## config.mk

```make
export PLATFORM = sky130hd
export DESIGN_NAME = encoder_latent_head
export DESIGN_NICKNAME = d
export VERILOG_FILES = /design/src/rtl/vae_fixed_pkg.sv /design/src/rtl/fxp_mac.sv /design/src/rtl/encoder_latent_head.sv
export SDC_FILE = /design/constraint.sdc
export NUM_CORES = 2
export LEC_CHECK = 0
export BUFFER_PORTS_ARGS = -buffer_cell sky130_fd_sc_hd__buf_2
export CORE_MARGIN = 4
export CORE_UTILIZATION = 48
export CTS_CLUSTER_DIAMETER = 60
export DETAILED_ROUTE_END_ITERATION = 6
export MAX_ROUTING_LAYER = met4
export PLACE_DENSITY = 0.66
export SLEW_MARGIN = 20
export SYNTH_ARGS = -nofsm -noshare
export SYNTH_HDL_FRONTEND = slang
export SYNTH_HIERARCHICAL = 1
export SYNTH_SLANG_ARGS = --single-unit
export TNS_END_PERCENT = 1
```

## constraint.sdc

```tcl
create_clock -name clk -period 43.2 [get_ports clk]
set_input_delay 0 -clock clk [delete_from_list [all_inputs] [get_ports clk]]
set_output_delay 0 -clock clk [all_outputs]
set_load 0.02 [all_outputs]
```

## src/rtl/vae_fixed_pkg.sv

```systemverilog
// Shared Q5.27 fixed-point helpers for the VAE datapath (encoder head, sampler, decoder).
package vae_fixed_pkg;

    localparam int BITSIZE = 32;
    localparam int FRAC    = 27;
    // Wide enough for any accumulator this family of blocks builds.
    localparam int EXT_W   = 2*BITSIZE + 16;

    localparam logic [BITSIZE-1:0] WORD_MAX = {1'b0, {(BITSIZE-1){1'b1}}};
    localparam logic [BITSIZE-1:0] WORD_MIN = {1'b1, {(BITSIZE-1){1'b0}}};

    typedef enum logic [1:0] {
        ST_IDLE = 2'd0,
        ST_RUN  = 2'd1,
        ST_DONE = 2'd2
    } head_state_e;

    // Drop FRAC bits (floor) and clip the result to one signed word.
    function automatic logic [BITSIZE-1:0] sat_shift(input logic signed [EXT_W-1:0] v);
        logic signed [EXT_W-1:0] s;
        logic [BITSIZE-1:0]      r;
        s = v >>> FRAC;
        if (s[EXT_W-1:BITSIZE-1] == {(EXT_W-BITSIZE+1){s[EXT_W-1]}}) begin
            r = s[BITSIZE-1:0];
        end else if (s[EXT_W-1]) begin
            r = WORD_MIN;
        end else begin
            r = WORD_MAX;
        end
        return r;
    endfunction

    // Place a Q5.27 bias on the product scale (Q10.54) of the accumulator.
    function automatic logic signed [EXT_W-1:0] align_bias(input logic [BITSIZE-1:0] b);
        logic signed [EXT_W-1:0] e;
        e = {{(EXT_W-BITSIZE){b[BITSIZE-1]}}, b};
        return e <<< FRAC;
    endfunction

endpackage

```

## src/rtl/fxp_mac.sv

```systemverilog
// Signed multiply-accumulate with a registered accumulator and a load port for bias preset.
module fxp_mac #(
    parameter int BW = 32,
    parameter int AW = 66
) (
    input  logic          clk,
    input  logic          rst,
    input  logic          load,
    input  logic [AW-1:0] load_val,
    input  logic          en,
    input  logic [BW-1:0] a,
    input  logic [BW-1:0] b,
    output logic [AW-1:0] acc_next
);

    logic signed [2*BW-1:0] prod_s;
    logic [AW-1:0]          acc_r;

    assign prod_s   = $signed(a) * $signed(b);
    assign acc_next = acc_r + {{(AW-2*BW){prod_s[2*BW-1]}}, prod_s};

    // Accumulator: load takes priority so a row can finish and the next bias preset on one edge.
    always_ff @(posedge clk or posedge rst) begin
        if (rst) begin
            acc_r <= '0;
        end else if (load) begin
            acc_r <= load_val;
        end else if (en) begin
            acc_r <= acc_next;
        end else begin
            acc_r <= acc_r;
        end
    end

endmodule

```

## src/rtl/encoder_latent_head.sv

```systemverilog
// Latent mean/variance dense layers of the VAE encoder on one shared MAC.
// Rows run mu_0, var_0, mu_1, var_1, ... with K_input MAC cycles per row.
module encoder_latent_head
    import vae_fixed_pkg::*;
#(
    parameter int K_input  = 2,
    parameter int M_output = 2
) (
    input  logic                                clk,
    input  logic                                rst,
    input  logic                                start,
    input  logic [K_input*BITSIZE-1:0]          x_in,
    input  logic [M_output*K_input*BITSIZE-1:0] w_mu,
    input  logic [M_output*K_input*BITSIZE-1:0] w_var,
    input  logic [M_output*BITSIZE-1:0]         b_mu,
    input  logic [M_output*BITSIZE-1:0]         b_var,
    output logic                                busy,
    output logic                                done,
    output logic                                out_valid,
    output logic [M_output*BITSIZE-1:0]         ac,
    output logic [M_output*BITSIZE-1:0]         ad
);

    localparam int ACC_W = 2*BITSIZE + $clog2(K_input) + 1;
    localparam int COL_W = (K_input > 1) ? $clog2(K_input) : 1;
    localparam int ROWS  = 2*M_output;
    localparam int ROW_W = $clog2(ROWS);

    head_state_e state_r, state_s;

    logic [K_input*BITSIZE-1:0]          x_r;
    logic [M_output*K_input*BITSIZE-1:0] wmu_r, wvar_r;
    logic [M_output*BITSIZE-1:0]         bmu_r, bvar_r;
    logic [M_output*BITSIZE-1:0]         ac_r, ad_r;
    logic [COL_W-1:0]                    col_r;
    logic [ROW_W-1:0]                    row_r;
    logic                                busy_r, done_r, out_valid_r;

    logic             accept_s, last_col_s, last_row_s, is_var_s, next_var_s;
    logic [ROW_W-1:0] slot_s, next_row_s, next_slot_s;
    logic [31:0]      w_idx_s, x_idx_s, b_idx_s;
    logic [BITSIZE-1:0] x_op_s, w_op_s, next_bias_s, res_s;
    logic [EXT_W-1:0] bias_ext_s, acc_ext_s;
    logic             mac_load_s, mac_en_s;
    logic [ACC_W-1:0] mac_load_val_s, mac_acc_next_s;

    fxp_mac #(
        .BW (BITSIZE),
        .AW (ACC_W)
    ) u_mac (
        .clk      (clk),
        .rst      (rst),
        .load     (mac_load_s),
        .load_val (mac_load_val_s),
        .en       (mac_en_s),
        .a        (x_op_s),
        .b        (w_op_s),
        .acc_next (mac_acc_next_s)
    );

    // Row/column decode, operand selection and the finished-row result word.
    always_comb begin
        last_col_s  = (col_r == COL_W'(K_input-1));
        last_row_s  = (row_r == ROW_W'(ROWS-1));
        slot_s      = row_r >> 1;
        is_var_s    = row_r[0];
        next_row_s  = row_r + ROW_W'(1);
        next_slot_s = next_row_s >> 1;
        next_var_s  = next_row_s[0];
        x_idx_s     = 32'(col_r);
        w_idx_s     = 32'(slot_s) * 32'(K_input) + 32'(col_r);
        b_idx_s     = 32'(next_slot_s);
        x_op_s      = x_r[x_idx_s*BITSIZE +: BITSIZE];
        if (is_var_s) begin
            w_op_s = wvar_r[w_idx_s*BITSIZE +: BITSIZE];
        end else begin
            w_op_s = wmu_r[w_idx_s*BITSIZE +: BITSIZE];
        end
        if (next_var_s) begin
            next_bias_s = bvar_r[b_idx_s*BITSIZE +: BITSIZE];
        end else begin
            next_bias_s = bmu_r[b_idx_s*BITSIZE +: BITSIZE];
        end
        acc_ext_s = {{(EXT_W-ACC_W){mac_acc_next_s[ACC_W-1]}}, mac_acc_next_s};
        res_s     = sat_shift(acc_ext_s);
        if (is_var_s && res_s[BITSIZE-1]) begin
            res_s = '0;
        end else begin
            res_s = res_s;
        end
    end

    // Next state and MAC control.
    always_comb begin
        state_s        = state_r;
        accept_s       = 1'b0;
        mac_load_s     = 1'b0;
        mac_en_s       = 1'b0;
        bias_ext_s     = '0;
        case (state_r)
            ST_IDLE: begin
                if (start) begin
                    state_s    = ST_RUN;
                    accept_s   = 1'b1;
                    mac_load_s = 1'b1;
                    bias_ext_s = align_bias(b_mu[BITSIZE-1:0]);
                end else begin
                    state_s = ST_IDLE;
                end
            end
            ST_RUN: begin
                mac_en_s = 1'b1;
                if (last_col_s) begin
                    mac_load_s = 1'b1;
                    if (last_row_s) begin
                        state_s = ST_DONE;
                    end else begin
                        bias_ext_s = align_bias(next_bias_s);
                    end
                end else begin
                    mac_load_s = 1'b0;
                end
            end
            ST_DONE: begin
                state_s = ST_IDLE;
            end
            default: begin
                state_s = ST_IDLE;
            end
        endcase
        mac_load_val_s = bias_ext_s[ACC_W-1:0];
    end

    // State register.
    always_ff @(posedge clk or posedge rst) begin
        if (rst) begin
            state_r <= ST_IDLE;
        end else begin
            state_r <= state_s;
        end
    end

    // Operand capture, counters, result slots and handshake outputs.
    always_ff @(posedge clk or posedge rst) begin
        if (rst) begin
            x_r         <= '0;
            wmu_r       <= '0;
            wvar_r      <= '0;
            bmu_r       <= '0;
            bvar_r      <= '0;
            ac_r        <= '0;
            ad_r        <= '0;
            col_r       <= '0;
            row_r       <= '0;
            busy_r      <= 1'b0;
            done_r      <= 1'b0;
            out_valid_r <= 1'b0;
        end else begin
            busy_r <= (state_s == ST_RUN);
            done_r <= (state_s == ST_DONE);
            if (accept_s) begin
                x_r         <= x_in;
                wmu_r       <= w_mu;
                wvar_r      <= w_var;
                bmu_r       <= b_mu;
                bvar_r      <= b_var;
                col_r       <= '0;
                row_r       <= '0;
                out_valid_r <= 1'b0;
            end else if (state_r == ST_RUN) begin
                if (last_col_s) begin
                    col_r <= '0;
                    row_r <= next_row_s;
                    if (is_var_s) begin
                        ad_r[32'(slot_s)*BITSIZE +: BITSIZE] <= res_s;
                    end else begin
                        ac_r[32'(slot_s)*BITSIZE +: BITSIZE] <= res_s;
                    end
                end else begin
                    col_r <= col_r + COL_W'(1);
                end
                if (state_s == ST_DONE) begin
                    out_valid_r <= 1'b1;
                end else begin
                    out_valid_r <= out_valid_r;
                end
            end else begin
                out_valid_r <= out_valid_r;
            end
        end
    end

    assign busy      = busy_r;
    assign done      = done_r;
    assign out_valid = out_valid_r;
    assign ac        = ac_r;
    assign ad        = ad_r;

endmodule
```

== Word level (Yosys, flattened, before mapping) ==
Index checks and enable logic that the tools add are counted.

* Input bits: 451
* Output and inout bits: 131
* Bits in registers: 650
* Logic and storage cells: 75

* $add $sub $neg: 5
* Reduce and logical (&&, ||, !) cells: 10
* Eq/ne operators: 5
* Bitwise operators: 2
* Shift-type cells: 7
* Multipliers: 1
* Multiplexer cells: 31

{| class="wikitable"
|+ Operators with widths
! kind !! count
|-
| $mux 66 || 5
|-
| $shiftx 128x9->32 || 2
|-
| $shiftx 64x7->32 || 3
|-
| $mux 32 || 5
|-
| $pmux 66 s2 || 1
|-
| $bwmux 64 || 2
|-
| $add 66x66->66 || 1
|-
| $mul 32x32->64 || 1
|-
| $shift 32x34->64 const A || 1
|-
| $shiftx 32x34->64 || 1
|-
| $neg 6->34 || 1
|-
| $mux 1 || 11
|-
| $mux 2 || 5
|-
| $reduce_and 4->1 || 2
|-
| $reduce_bool 2->1 || 4
|-
| $eq 7x7->1 || 1
|-
| $eq 2x1->1 const B || 2
|-
| $eq 2x2->1 const B || 2
|-
| $pmux 2 s2 || 1
|-
| $reduce_and 2->1 || 2
|-
| $add 2x1->3 || 1
|-
| $add 2x1->2 const B || 1
|-
| $logic_not 2->1 || 1
|-
| $not 1->1 || 2
|-
| other kinds (3) || 3
|}

== Logic depth before layout (Yosys ltp) ==
* Word-level depth: 11
* Mapped depth: 51
* Mapped depth without buffers: 44

== Hierarchy ==
The synthesis kept the hierarchy.

{| class="wikitable"
|+ Modules (own cells, without submodules)
! module !! times used !! area each (um2) !! sequential area each (um2) !! cells each
|-
| fxp_mac || 1 || 42697.2 || 1651.6 || 4656
|-
| encoder_latent_head || 1 || 25233.0 || 14614.0 || 2645
|}

== Least setup slack after synthesis ==
No wires, ideal clock.

* Path type: register -> register
* Start: reg col_r
* End: reg ac_r[0] (netlist: ac[0])
* Buffers on the path: 7
* Data arrival time: 11.740 ns
* Required time: 43.105 ns
* Slack: 31.364 ns
* Library setup time: 0.095 ns
* Cell stages (with the launch flop): 47
* Clock period less this slack: 11.836 ns
* Cell sequence: dfrtp_1 buf_4 buf_2 mux4_2 mux2_2 clkbuf_1 nand2_1 inv_1 fa_1 fa_1 inv_1 fa_1 fa_1 inv_1 fa_1 fa_1 fa_1 fa_1 (+11 left out) ha_1 clkbuf_1 a21o_1 a21o_1 a21oi_1 o21ai_0 a221o_1 a21oi_1 o21ai_2 xnor2_1 xnor2_1 nand4_1 or2_1 clkbuf_1 o21a_1 buf_4 buf_6 o31ai_1

* Word-level cells in the longest chain between the ends: 11
* Elaborated cells between the ends (all ways): 15
* Those cells by class: add/sub (2); mul (1); eq/ne (1); shift (4); mux (5); reduce/logical (2)

{| class="wikitable"
|+ Ends and longest elaborated chain
! what !! RTL line !! source
|-
| from (decl) || encoder_latent_head.sv:35 || <nowiki>logic [COL_W-1:0] col_r;</nowiki>
|-
| from (signal assigned) || encoder_latent_head.sv:180 || <nowiki>col_r <= col_r + COL_W'(1);</nowiki>
|-
| $add 2x1->3 * || encoder_latent_head.sv:71 || <nowiki>w_idx_s = 32'(slot_s) * 32'(K_input) + 32'(col_r);</nowiki>
|-
| $shiftx 128x9->32, on equally long branches || encoder_latent_head.sv:77, encoder_latent_head.sv:75 ||
|-
| $mux 32 * || encoder_latent_head.sv:74 || <nowiki>if (is_var_s) begin</nowiki>
|-
| net w_op_s[5] || encoder_latent_head.sv:42 || <nowiki>logic [BITSIZE-1:0] x_op_s, w_op_s, next_bias_s, res_s;</nowiki>
|-
| $mul 32x32->64 * || fxp_mac.sv:19 || <nowiki>assign prod_s = $signed(a) * $signed(b);</nowiki>
|-
| $add 66x66->66 * || fxp_mac.sv:20 || <nowiki>assign acc_next = acc_r + {{(AW-2*BW){prod_s[2*BW-1]}}, prod_s};</nowiki>
|-
| net mac_acc_next_s[65] || encoder_latent_head.sv:45 || <nowiki>logic [ACC_W-1:0] mac_load_val_s, mac_acc_next_s;</nowiki>
|-
| $eq 7x7->1 / $mux 32 (equally long branches) || vae_fixed_pkg.sv:23, vae_fixed_pkg.sv:25 ||
|-
| $mux 32 * || vae_fixed_pkg.sv:23 || <nowiki>if (s[EXT_W-1:BITSIZE-1] == {(EXT_W-BITSIZE+1){s[EXT_W-1]}}) begin</nowiki>
|-
| $logic_and 1x1->1 || encoder_latent_head.sv:86 || <nowiki>if (is_var_s && res_s[BITSIZE-1]) begin</nowiki>
|-
| $mux 32 * || encoder_latent_head.sv:86 ||
|-
| $shiftx 32x34->64 * || encoder_latent_head.sv:177 || <nowiki>ac_r[32'(slot_s)*BITSIZE +: BITSIZE] <= res_s;</nowiki>
|-
| $bwmux 64 * || encoder_latent_head.sv:177 ||
|-
| to (signal, indexed assignment) || encoder_latent_head.sv:177 ||
|-
| to (decl) || encoder_latent_head.sv:34 || <nowiki>logic [M_output*BITSIZE-1:0] ac_r, ad_r;</nowiki>
|}

The timed path passes the listed nets; every way through them passes the cells marked *.
A chain may end at the register's enable or synchronous reset.

== Worst setup path in the final report ==
* Start: reg row_r[0]
* End: reg ac_r[2] (netlist: ac[2])

* Word-level cells in the longest chain between the ends: 9
* Elaborated cells between the ends (all ways): 12
* Those cells by class: add/sub (1); mul (1); eq/ne (1); shift (1); mux (5); bitwise (1); reduce/logical (2)

{| class="wikitable"
|+ Ends and longest elaborated chain
! what !! RTL line !! source
|-
| from (decl) || encoder_latent_head.sv:36 || <nowiki>logic [ROW_W-1:0] row_r;</nowiki>
|-
| from (signal assigned) || encoder_latent_head.sv:173 || <nowiki>row_r <= next_row_s;</nowiki>
|-
| $mux 32 * || encoder_latent_head.sv:74 ||
|-
| net w_op_s[4] || encoder_latent_head.sv:42 ||
|-
| $mul 32x32->64 * || fxp_mac.sv:19 ||
|-
| $add 66x66->66 * || fxp_mac.sv:20 ||
|-
| net mac_acc_next_s[65] || encoder_latent_head.sv:45 ||
|-
| $eq 7x7->1 / $mux 32 (equally long branches) || vae_fixed_pkg.sv:23, vae_fixed_pkg.sv:25 ||
|-
| $mux 32 * || vae_fixed_pkg.sv:23 ||
|-
| $logic_and 1x1->1 || encoder_latent_head.sv:86 ||
|-
| $mux 32 * || encoder_latent_head.sv:86 ||
|-
| $shiftx 32x34->64 * || encoder_latent_head.sv:177 ||
|-
| $bwmux 64 * || encoder_latent_head.sv:177 ||
|}

Marked as above.

==> impl_metrics.json <==
{
  "outcome": "finished with violations",
  "violations": "DRC",
  "die-area_um2": 147600,
  "track_usage": 0.3075,
  "die_h_um": 384.2,
  "worst_slew_pin_slew_ns": 1.134,
  "syn_avg_cell_area_um2": 9.304,
  "cp_slowest_cell": "fa_1",
  "slew_violations": 0,
  "finalNetCount": 10113,
  "grt_pass1_vias": 61918,
  "viasPerCell": 5.513,
  "maxClockFrequency_mhz": 67.46,
  "synth.yosys.warnings": 6,
  "cts_buffer_depth": 3,
  "path_clk_slew_ns": 0.06,
  "grt_antenna_before_repair": 19,
  "min-delay-path-class": "input pin to async pin",
  "final_cell_mix": "nand2_1 (2187), fa_1 (1083), inv_1 (943)",
  "cp-start-kind": "flop",
  "synth_cell_types": 86,
  "post-route-period-util": 0.3431,
  "wl_per_cell_um": 21.03,
  "finalSetupTns_ns": 0,
  "initial_core_util": 0.4851,
  "arrival_ns": 15.37,
  "final_common_cell": "nand2_1",
  "globalRoute.totalOverflow": 0,
  "crit_family": "adder cells",
  "dr.pass1.iters": 7,
  "coreArea_um2": 140000,
  "drt_iter0_markers": 4922,
  "io_pins": 582,
  "antenna_left": 0,
  "drc": 2,
  "min_period_ns": 14.82,
  "io_buffer_count": 581,
  "timing.final.hold_violations": 0,
  "worstPathRequired_ns": 43.74,
  "routed_wl_um": 216300,
  "maxSlewHeadroom": 0.2441,
  "clock_sinks": 650,
  "place_congestion": 0.9228,
  "syn_area_um2": 67930,
  "insertion_delay_ns": 0.72,
  "cap_violations": 0,
  "synth_enable_flop_cells": 0,
  "htreeDepth": 3,
  "path_depth": 40,
  "synthFlopType": "dfrtp_1",
  "synthArstFlopShare": 1.000,
  "cts_buffers": 80,
  "synthCells": 7301,
  "worstRegToRegCells": 40,
  "crit_type": "flop to flop",
  "dr_total_vias": 56707,
  "rsz0062_at_grt": "false",
  "fp.dieW_um": 384.2,
  "grt_pass1_wl_um": 344700,
  "post_cts_buffers": 0,
  "cts_root_buf": "clkbuf_16",
  "grt_max_degree": 182,
  "cts_hold_buf": 707,
  "end_kind": "flop",
  "std_cell_rows": 137,
  "crit_top_cell": "fa_1",
  "cts_tree": "done",
  "ys_ff_latch": 650,
  "seq_area_frac_synth": 0.2394,
  "cts_resized": 0,
  "cp_num_buf_inv": 5,
  "dp_hpwl_um": 150800,
  "setup_viol": 0,
  "slowest_delay_ns": 1.07,
  "fin_skew_ns": 0.08392,
  "drive_gt1_frac": 0.1155,
  "worstPathMaxFanout": 62,
  "syn_to_final_growth_pct": 20.59
}
## state kept, by name (all words and copies together) (netlist names)
name,flops
wmu_r,128
wvar_r,128
u_mac/acc_r,66
ac,64
ad,64
bmu_r,64
bvar_r,64
x_r,64
row_r,2
state_r,2
busy,1
col_r,1
done,1
out_valid,1
## tightest hold or removal path, cell delays in order
cell and delay, ns:
dlygate4sd3_1 0.53, buf_2 0.16, inv_8 0.54
## final timing paths
path                                start         end  slack, ns
worst min register to register    x_r[35]     x_r[35]       0.47
worst min-delay path                  rst       ac[6]       0.04
min in group clk                b_var[41]  bvar_r[41]       0.05
max in group asynchronous             rst     x_r[18]      40.92
worst max register to register   row_r[0]       ac[2]      28.38
worst max-delay path             row_r[0]       ac[2]      28.38
## cells in the mapped netlist (all sizes together) (9+ instances only)
library cell	n	area [µm²]
nand2	2188	8213
fa	1083	21680
inv	946	3551
dfrtp	650	16270
and2	505	3159
clkbuf	323	1222
ha	251	3141
o21ai	193	988.5
a21oi	169	849.6
mux4	96	2162
buf	95	525.5
xnor2	89	779.5
nor2	84	317.8
o31ai	71	551.8
mux2	66	743.2
a21o	63	474.2
mux2i	52	520.5
xor2	45	394.1
nand4	27	168.9
a211oi	24	185.2
nand3	24	120.1
a31oi	23	143.9
nand2b	21	131.4
o21bai	20	150.1
o21a	19	142.6
nor3	18	90.09
nor2b	14	87.58
o211ai	14	118.9
a2bb2oi	11	96.34
or3	11	70.07
or2	9	58.81
## metrics by stage
step / util / std cells / area [µm²] / hold WS [ns] / setup WS, ns
CTS: 0.5846 / 10269 / 81870 / 0.0001869 / 28.41
global route: 0.5849 / 10283 / 81910 / 0.04324 / 27.57
global placement: 0.5142 / 9415 / 72010 / 0.1911 / 28.64
floorplan: - / 7327 / 68030 / 0.1054 / 26.86
finish: 0.5849 / 10286 / 81910 / 0.04051 / 28.38
detailed placement: 0.5142 / 9415 / 72010 / 0.1919 / 28.44
## logic make-up (layout without fill, tap and decap cells)
family	after synthesis	in the layout	share of synthesized area
AOI/OAI and AO/OA	671	671	0.06325
xor gates and xnor gates	134	134	0.01728
adders and majority gates	1334	1334	0.3654
buffers and inverters	1365	2431	0.07813
DFF	650	650	0.2394
muxes	214	214	0.05043
other	1	44	0.00005520
and+or+nand+nor	2932	2932	0.1860
## final cells by class
| cell class | instances | area (µm²) |
|---|---|---|
| timing repair buffer | 1338 | 10430 |
| fill | 11401 | 58130 |
| sequential | 650 | 16270 |
| tap | 1876 | 2347 |
| multi-input combinational | 5312 | 46480 |
| antenna | 17 | 42.54 |
| clock buffer | 109 | 2281 |
| clock inverter | 38 | 500.5 |
| inverter | 946 | 3560 |
## per-layer routing
layer / track usage / vias up / wire (µm)
met3: 0.04466 / 778 / 14350
met5: - / - / 0
met4: 0.1583 / 0 / 13290
met2: 0.5125 / 2714 / 107900
met1: 0.3646 / 28712 / 80820
li1: - / 24503 / -
Power is left out: the tool's default activity adds up to more than one toggle a clock period on the data nets, which glitch-free logic cannot reach.
